[config.mk]
export PLATFORM = sky130hd
export DESIGN_NAME = serial_adder
export DESIGN_NICKNAME = d
export VERILOG_FILES = /design/src/rtl/serial_adder_pkg.sv /design/src/rtl/fulladder_HA.sv /design/src/rtl/serial_adder.sv
export SDC_FILE = /design/constraint.sdc
export NUM_CORES = 1
export LEC_CHECK = 0
export BUFFER_PORTS_ARGS = -buffer_cell sky130_fd_sc_hd__buf_2
export CORE_MARGIN = 5
export CORE_UTILIZATION = 49
export CTS_CLUSTER_DIAMETER = 30
export CTS_CLUSTER_SIZE = 12
export DETAILED_ROUTE_END_ITERATION = 8
export GPL_TIMING_DRIVEN = 0
export PLACE_DENSITY = 0.73
export SYNTH_ARGS = -nofsm -noshare
export SYNTH_HDL_FRONTEND = slang
export SYNTH_SLANG_ARGS = --single-unit
export TNS_END_PERCENT = 1
[constraint.sdc]
create_clock -name clk -period 2.13 [get_ports clk]
set_input_delay 0.3195 -clock clk [delete_from_list [all_inputs] [get_ports clk]]
set_output_delay 0.3195 -clock clk [all_outputs]
set_load 0.02 [all_outputs]
[src/rtl/serial_adder_pkg.sv]
// Shared definitions for the bit-serial adder: state encoding and default operand width.
package serial_adder_pkg;

  localparam logic [1:0] S_IDLE = 2'd0;
  localparam logic [1:0] S_RUN  = 2'd1;
  localparam logic [1:0] S_DONE = 2'd2;

  localparam int unsigned DefaultWidth = 8;

  typedef enum logic [1:0] {
    StIdle = S_IDLE,
    StRun  = S_RUN,
    StDone = S_DONE
  } state_e;

endpackage

[src/rtl/fulladder_HA.sv]
// Single-bit full-adder cell built from two half-adder stages.
module fulladder_HA (
  input  logic a,
  input  logic b,
  input  logic cin,
  output logic sout,
  output logic cout
);

  logic p;

  assign p    = a ^ b;
  assign sout = p ^ cin;
  assign cout = (a & b) | (p & cin);

endmodule

[src/rtl/serial_adder.sv]
// Bit-serial adder: adds two WIDTH-bit operands LSB-first, one bit per clock, through a
// single full-adder cell with a registered carry.
module serial_adder
  import serial_adder_pkg::*;
#(
  parameter int unsigned WIDTH = DefaultWidth
) (
  input  logic             clk,
  input  logic             rst_n,
  input  logic             start,
  input  logic [WIDTH-1:0] a,
  input  logic [WIDTH-1:0] b,
  input  logic             cin,
  output logic             busy,
  output logic             done,
  output logic [WIDTH-1:0] sum,
  output logic             cout
);

  localparam int unsigned CntW = $clog2(WIDTH + 1);

  state_e           state_q, state_d;
  logic [WIDTH-1:0] opa_q, opa_d;
  logic [WIDTH-1:0] opb_q, opb_d;
  logic [WIDTH-1:0] sum_q, sum_d;
  logic             carry_q, carry_d;
  logic             cout_q, cout_d;
  logic [CntW-1:0]  cnt_q, cnt_d;
  logic             fa_sout, fa_cout;

  fulladder_HA u_fa (
    .a    (opa_q[0]),
    .b    (opb_q[0]),
    .cin  (carry_q),
    .sout (fa_sout),
    .cout (fa_cout)
  );

  always_comb begin
    state_d = state_q;
    opa_d   = opa_q;
    opb_d   = opb_q;
    sum_d   = sum_q;
    carry_d = carry_q;
    cout_d  = cout_q;
    cnt_d   = cnt_q;
    unique case (state_q)
      StIdle, StDone: begin
        if (start) begin
          opa_d   = a;
          opb_d   = b;
          carry_d = cin;
          cnt_d   = '0;
          sum_d   = '0;
          cout_d  = 1'b0;
          state_d = StRun;
        end else begin
          state_d = StIdle;
        end
      end
      StRun: begin
        // New bit enters at the MSB so bit 0 settles at sum[0] after WIDTH shifts.
        sum_d   = (sum_q >> 1) | (WIDTH'(fa_sout) << (WIDTH - 1));
        opa_d   = opa_q >> 1;
        opb_d   = opb_q >> 1;
        carry_d = fa_cout;
        cnt_d   = cnt_q + CntW'(1);
        if (cnt_q == CntW'(WIDTH - 1)) begin
          cout_d  = fa_cout;
          state_d = StDone;
        end
      end
      default: state_d = StIdle;
    endcase
  end

  always_ff @(posedge clk or negedge rst_n) begin
    if (!rst_n) begin
      state_q <= StIdle;
      opa_q   <= '0;
      opb_q   <= '0;
      sum_q   <= '0;
      carry_q <= 1'b0;
      cout_q  <= 1'b0;
      cnt_q   <= '0;
    end else begin
      state_q <= state_d;
      opa_q   <= opa_d;
      opb_q   <= opb_d;
      sum_q   <= sum_d;
      carry_q <= carry_d;
      cout_q  <= cout_d;
      cnt_q   <= cnt_d;
    end
  end

  assign busy = (state_q == StRun);
  assign done = (state_q == StDone);
  assign sum  = sum_q;
  assign cout = cout_q;

endmodule

After elaboration in Yosys (flattened, before gate mapping)
Cells that the tools add are included.

Bits in registers: 32. Word-level logic and storage cells: 40. Output and inout port bits: 11. Input bits: 20.

Bitwise gates (word level): 6. Eq/ne operators: 5. Reduce and logical (&&, ||, !) cells: 5. Muxes and demuxes: 16. Add/sub/neg operators: 1.

Operators by type and width (number): $pmux 8 s2 (3); $mux 8 (3); $or 7x8->8 (1); $pmux 4 s2 (1); $add 4x1->4 const B (1); $eq 4x3->1 const B (1); $mux 1 (4); $mux 4 (1); $pmux 1 s2 (2); $pmux 2 s2 (1); $reduce_and 3->1 (1); $and 1x1->1 (2); $eq 2x1->1 const B (1); $eq 2x2->1 const B (1); $logic_not 2->1 (1); $mux 2 (1); $ne 2x1->1 const B (1); $ne 2x2->1 const B (1); $reduce_and 2->1 (1); $reduce_bool 2->1 (1); $reduce_or 2->1 (1); $xor 1x1->1 (2); $or 1x1->1 (1).

Longest topological paths before layout
Gate-level depths: netlist of run 1.

Depth in word-level cells: 5. Mapped depth: 7. Mapped depth without buffers: 4.

Modules after synthesis
From an unflattened synthesis of run 1, not the netlist that was laid out.

Cells, all modules: 104. Area, all modules: 1398.8 µm².

By module, submodules not included: serial_adder (seq. area each 800.8 µm², cells an instance 103, instances 1, area an instance 1378.8 µm²); fulladder_HA (seq. area each 0.0 µm², cells an instance 1, instances 1, area an instance 20.0 µm²).

Worst setup path before layout of run 1
OpenSTA, ideal clock, no wires.

Path type: register to output. Start point: reg state_q[1]. End point: out busy. Setup slack: 0.876 ns. Path buffers: 3. Cell stages (with the launch flop): 6. Arrival: 0.935 ns. Data required time: 1.811 ns. Cell sequence: dfrtp_1 > nand2b_1 > buf_6 > inv_2 > buf_6 > buf_6.

Word-level cells in the longest chain between the ends: 1.

Ends and longest elaborated chain: from (decl) (line serial_adder.sv:22) `state_e state_q, state_d;`; from (signal assigned) (line serial_adder.sv:79) `state_q <= StIdle;`; from (signal assigned) (line serial_adder.sv:87) `state_q <= state_d;`; $eq 2x1->1 (line serial_adder.sv:97) `assign busy = (state_q == StRun);`; to (decl) (line serial_adder.sv:14) `output logic busy,`.

No other way between the ends.

Worst setup path in the final report of run 1
Same ends and word-level chain as after synthesis.

==> run summary, run 1 <==
• **clock insertion delay at the later pin of the skew report** 330 ps
• **worst-case vdd ir drop** 0.000983 V
• **CTS H-tree lvls** 2
• **standard-cell row count** 19
• **Post-Syn Nets** 141
• **final setup violating endpoints** 0
• **post-synthesis instance total** 119
• **total power per unit cell area** 1520 nW/µm²
• **CTS tree** built
• **distinct cell type count after synthesis** 23
• **Clock Power Share** 14.5%
• **Worst slew margin** 53.8%
• **Die Width** 62.9 µm
• **family with the most delay on the worst path** buffers and inverters
• **Filler Cells Inserted** 254
• **sequence of cells on the critical path** nand2b_1 > buf_6 > inv_2 > buf_6 > buf_6 > buf_2
• **library cell with the largest summed area after synthesis** dfrtp_1
• **Clock Skew** 5.97 ps
• **final global-route overflow total** 0
• **vias in the first global route** 1139
• **Seq/Total Area, Yosys** 58.4%
• **final HPWL from detailed placement** 2120 µm
• **MaxCap Viol Count** 0
• **startpoint types** flop
• **Critical Setup Path Class** reg -> out
• **flip-flop and latch count after synthesis** 32
• **P&R area growth vs syn** 18.3%
• **syn avg cell area** 11.5 µm²
• **library cell contributing the largest single delay on the critical path** dfrtp_1
• **combinational cell fraction of total power** 43.7%
• **Sw Pwr** 0.000971 W
• **I/O Buffers** 30
• **Vias/cell** 5.68
• **Peak Freq** 0.544 GHz
• **clock period minus final worst setup slack** 1840 ps
• **most repeated library cell on the critical path** buf_6
• **final number of max-transition violations** 0
• **global-route usage over all layers** 16.5%
• **remaining antenna violation count after routing** 0
• **Final Hold Fails** 0
• **biggest cell delay along the critical path** 380 ps
• **Total Negative Setup Slacks** 0 ps
• **antenna violations before repair** 0
• **most frequent cell after synthesis** dfrtp_1
• **worst path arrival time** 1520 ps
• **final layout net count** 178
• **area taken by flip-flops and latches** 801 µm²
• **routability congestion estimate from global placement** 0.723
• **final wirelength** 2970 µm
• **global-route wire length before repair** 5170 µm
• **buffer count from post-CTS setup fixing** 0
• **share of total power consumed by net switching** 39.4%
• **Async SR Flop Fraction** 100%
• **IO Count** 31
• **critical path capture point type** output pin
• **Worst-path clk slew** 100 ps
• **share of total power in sequential cells** 41.8%
• **critical path buffer and inverter count** 5
• **DR pass1 iterations** 6
• **DRC violations left** 0
• **Util after Layout** 59.8%
• **wire per inst** 15.8 µm
• **crit path max fanout** 10
• **slew at the pin with the worst max-slew slack** 693 ps
• **Starting Density** 50.6%
• **largest cells by area after synthesis** dfrtp_1 (58%), a22o_1 (7.0%), a22oi_1 (6.6%)
• **Post-CTS Hold Fix Bufs** 0
• **run status** finished, final reports clean
• **unrepaired setup endpoints after global routing** false
• **Clock Root Buffer** clkbuf_4
• **Pleak** 0.830 nW
• **number of vias after detailed routing** 1068
• **Antenna Cells** 0
• **die span in y** 62.9 µm
• **class of the worst hold path** in -> async
• **area of the core** 2710 µm²
• **top flip-flop cell by instance count after synthesis** dfrtp_1
• **# clock sinks** 32
• **share of the clock period used by the worst path after layout** 86.3%
• **leading post-synthesis cells by instance count** dfrtp_1 (32), nand2_1 (16), a22oi_1 (12), nand3_1 (12), a22o_1 (11)
• **Required @ worst endpoint** 1810 ps
• **CTS buffer count** 5
• **largest net degree at the start of global routing** 33
• **clk buf depth** 2
• **fraction of layout cells with a size suffix above 1** 28.7%
• **area share of the largest cell type after synthesis** 58.4%
• **area of the multi-input gates** 492 µm²
• **internal power contribution** 0.00149 W
• **PostCTS Resize Cnt** 0
• **summed instance area of the synthesized netlist** 1370 µm²
• **count of routing violations after the opening detailed-route iteration** 30
• **number of synthesized flops with an enable pin** 0
• **yosys warns** 0
• **die area** 3950 µm²
-- worst paths after layout --
kind | from | to | slack, ps | cells past startpoint
min | rst_n | cout$_DFFE_PN0P_ | 20 | 1
max reg2reg | state_q[0]$_DFFE_PN0P_ | opb_q[1]$_DFFE_PN0P_ | 730 | 4
max in group asynchronous | rst_n | sum[7]$_DFFE_PN0P_ | 1660 | 1
min in group clk | b[2] | opb_q[2]$_DFFE_PN0P_ | 210 | 3
min reg2reg | cnt_q[3]$_DFFE_PN0P_ | cnt_q[3]$_DFFE_PN0P_ | 510 | 1
max | state_q[1]$_DFFE_PN0P_ | busy | 290 | 6
-- power by group through the flow --
stage | clock network [W] | registers (W) | logic [W]
3_3_place_gp | 0 | 0.00102 | 0.00105
3_5_place_dp | 0 | 0.00103 | 0.00109
2_1_floorplan | 0 | 0.00108 | 0.000726
4_1_cts | 0.000366 | 0.00103 | 0.00109
5_1_grt | 0.000409 | 0.00106 | 0.00120
6_report | 0.000357 | 0.00103 | 0.00108
-- final cells by class --
cell class / count / area share (%)
clock buffers: 6 / 3.17
inverters: 4 / 0.927
plain buffers: 9 / 3.86
clock inverters: 2 / 0.618
repair buffers: 30 / 9.27
flip-flops and latches: 32 / 49.4
multi-input cells: 74 / 30.3
well taps: 31 / 2.39
-- kinds of logic (layout without fill, tap and decap cells) --
logic type      Yosys count  after routing  synth area share, %
simple gates             39             39                 13.2
buf+inv                  13             51                 5.66
flops                    32             32                 58.4
fa+ha+maj                 2              2                 2.37
xor+xnor                  1              1                0.639
mux                       5              5                 3.65
compound gates           27             27                 16.1
-- per-layer routing --
metal  vias up  global-route usage (%)  wire length (µm)  share of wire [%]
li1        501                       -                 -                  -
met1       530                    21.6              1320                 45
met2        30                    25.1              1420                 48
met3         7                    3.78               170                5.7
met4         0                    8.75                51                1.7
met5         -                       0                 0                  0
-- cell usage in the layout, fill, tap and decap left out, drive strengths merged --
| master | n |
|---|---|
| xnor2 | 1 |
| nor2 | 2 |
| nor2b | 3 |
| nand2b | 2 |
| ha | 1 |
| fa | 1 |
| a22o | 11 |
| nand2 | 16 |
| a22oi | 12 |
| inv | 4 |
| buf | 36 |
| mux2i | 5 |
| a221o | 2 |
| nor3 | 3 |
| clkinv | 2 |
| nand4 | 1 |
| o21ai | 1 |
| nand3 | 12 |
| o2bb2ai | 1 |
| dfrtp | 32 |
| clkbuf | 9 |
-- registers in the layout, indices dropped and copies added, names as in the netlist --
signal	flops
cnt_q	4
cout	1
state_q	2
opb_q	8
carry_q	1
sum	8
opa_q	8
-- metrics by stage --
step	total power, W	hold slack [ps]	setup WS, ps	std cells	instance area, µm²
after floorplan	0.00180	23.9	876	119	1370
after global placement	0.00207	397	675	180	1560
after CTS	0.00248	30.8	273	188	1620
after global routing	0.00266	60.0	202	188	1620
after detailed placement	0.00212	403	651	180	1560
final	0.00246	22.1	291	188	1620
Note: power is estimated with default switching activity, not from simulation.
==> run 2, diff against run 1 <==
--- a/config.mk
+++ b/config.mk
@@ -6,6 +6,7 @@
 export NUM_CORES = 1
 export LEC_CHECK = 0
 export BUFFER_PORTS_ARGS = -buffer_cell sky130_fd_sc_hd__buf_2
+export CORE_ASPECT_RATIO = 1.4
 export CORE_MARGIN = 5
 export CORE_UTILIZATION = 49
 export CTS_CLUSTER_DIAMETER = 30
==> run 2 against run 1 <==
  * Worst setup slack lost 13 ps
  * Final cell count grew 2.7%
  * Design area grew 1.3%
  * Worst hold slack lost 19 ps
  * Register-to-register slack gained 60 ps
  * Critical endpoint unchanged
  * Power grew 3.5%
==> run summary, run 2 (same netlist as run 1, synthesis figures left out) <==
• **critical path capture point type** output pin
• **DR pass1 iterations** 4
• **worst path arrival time** 1530 ps
• **final wirelength** 2890 µm
• **final setup violating endpoints** 0
• **Antenna Cells** 0
• **busiest grt layer** met2
• **Filler Cells Inserted** 256
• **largest net degree at the start of global routing** 33
• **Total Negative Setup Slacks** 0 ps
• **crit path max fanout** 10
• **placed cell count** 185
• **Critical Setup Path Class** reg -> out
• **clock period minus final worst setup slack** 1850 ps
• **unrepaired setup endpoints after global routing** false
• **die span in y** 72.6 µm
• **CTS H-tree lvls** 2
• **Pleak** 0.835 nW
• **final number of max-transition violations** 0
• **share of the clock period used by the worst path after layout** 86.9%
• **Starting Density** 51.3%
• **final global-route overflow total** 0
• **count of routing violations after the opening detailed-route iteration** 37
• **class of the worst hold path** in -> async
• **number of vias after detailed routing** 1060
• **internal power contribution** 0.00158 W
• **# clock sinks** 32
• **MaxCap Viol Count** 0
• **final layout net count** 178
• **endpoint of the worst-slack reg-to-reg timing path** opb_q[2]$_DFFE_PN0P_
• **setup slack after layout** 278 ps
• **Final Total Pwr** 0.00255 W
• **Worst-path clk slew** 100 ps
• **buffer count from post-CTS setup fixing** 0
• **final standard cell count with taps included and fillers excluded** 193
• **met3 Resource Use GR** 6.16%
• **area of the core** 2670 µm²
• **global-route usage over all layers** 17.6%
• **IO Count** 31
• **run status** finished, final reports clean
• **total power per unit cell area** 1550 nW/µm²
• **clk buf depth** 2
• **die area** 3970 µm²
• **worst-case vdd ir drop** 0.00116 V
• **Clock Root Buffer** clkbuf_4
• **Worst Reg2Reg Path Length in Cells** 7
• **standard-cell row count** 22
• **combinational cell fraction of total power** 42.0%
• **startpoint types** flop
• **Final Hold Fails** 0
• **vias in the first global route** 1102
• **wire per inst** 15.0 µm
• **placement-stage cell area** 1570 µm²
• **most used cells in the layout excluding fill and tap cells** buf_2 (32), dfrtp_1 (32), nand2_1 (16), a22oi_1 (12), nand3_1 (12)
• **PostCTS Resize Cnt** 0
• **register-to-register setup slack** 790 ps
• **share of total power in sequential cells** 40.2%
• **fraction of layout cells with a size suffix above 1** 28.0%
• **share of total power consumed by net switching** 38.1%
• **slew at the pin with the worst max-slew slack** 683 ps
• **met1 routing resource usage after global routing** 20.3%
• **Sw Pwr** 0.000972 W
• **DRC violations left** 0
• **final HPWL from detailed placement** 2030 µm
• **Peak Freq** 0.540 GHz
• **clock insertion delay at the later pin of the skew report** 340 ps
• **Vias/cell** 5.49
• **Worst slew margin** 54.5%
• **P&R area growth vs syn** 19.8%
• **Required @ worst endpoint** 1810 ps
• **pre-CTS setup slack** 663 ps
• **I/O Buffers** 30
• **routability congestion estimate from global placement** 0.762
• **Clock Power Share** 17.8%
• **area of all placed cells without fillers** 1640 µm²
• **M2 GR Usage** 28.0%
• **Post-CTS Hold Fix Bufs** 0
• **Clock Skew** 13.7 ps
• **remaining antenna violation count after routing** 0
• **antenna violations before repair** 0
• **start of the worst register-to-register path** state_q[0]$_DFFE_PN0P_
• **CTS buffer count** 5
• **global-route wire length before repair** 4950 µm
• **CTS tree** built
• **Die Width** 54.7 µm
run 2: worst max-delay path by stage:
stage	start	end	slack [ps]
after global placement	state_q[1]$_DFFE_PN0P_	busy	680
after detailed placement	state_q[1]$_DFFE_PN0P_	busy	660
after CTS	state_q[1]$_DFFE_PN0P_	busy	260
after global routing	state_q[1]$_DFFE_PN0P_	busy	210
after floorplan	state_q[1]$_DFFE_PN0P_	busy	880
final	state_q[1]$_DFFE_PN0P_	busy	280
run 2: layout make-up:
type                    instances  area [µm²]  area share (%)
plain buffers                   9        62.6            3.81
clock buffers                   6        41.3            2.52
clock inverters                 2        35.0            2.13
inverters                       4        15.0           0.915
multi-input cells              74         492            30.0
flip-flops and latches         32         801            48.8
well taps                      36        45.0            2.74
repair buffers                 30         150            9.15
run 2: layer usage:
metal	share of wire (%)	vias up	wire, µm
met5	0	-	0
met4	2.9	0	84
met3	5.9	9	171
met2	51	28	1460
met1	40	523	1170
li1	-	500	-
run 2: power by group through the flow:
stage          Sequential, W  Clock, W  Combinational [W]
6_report             0.00103  0.000455            0.00107
5_1_grt              0.00106  0.000494            0.00120
4_1_cts              0.00103  0.000469            0.00108
3_5_place_dp         0.00103         0            0.00107
3_3_place_gp         0.00102         0            0.00104
2_1_floorplan        0.00108         0           0.000726
run 2: critical path, cell delays in order (launching register included):
cell and delay [ps]:
dfrtp_1 390, nand2b_1 150, buf_6 140, inv_2 60
buf_6 140, buf_6 150, buf_2 170
run 2: stage by stage:
step,util [%],hold WS [ps]
2_1_floorplan,-,23.9
3_3_place_gp,58.6,394
3_5_place_dp,58.6,403
4_1_cts,61.5,22.0
5_1_grt,61.5,55.3
6_report,61.5,3.33
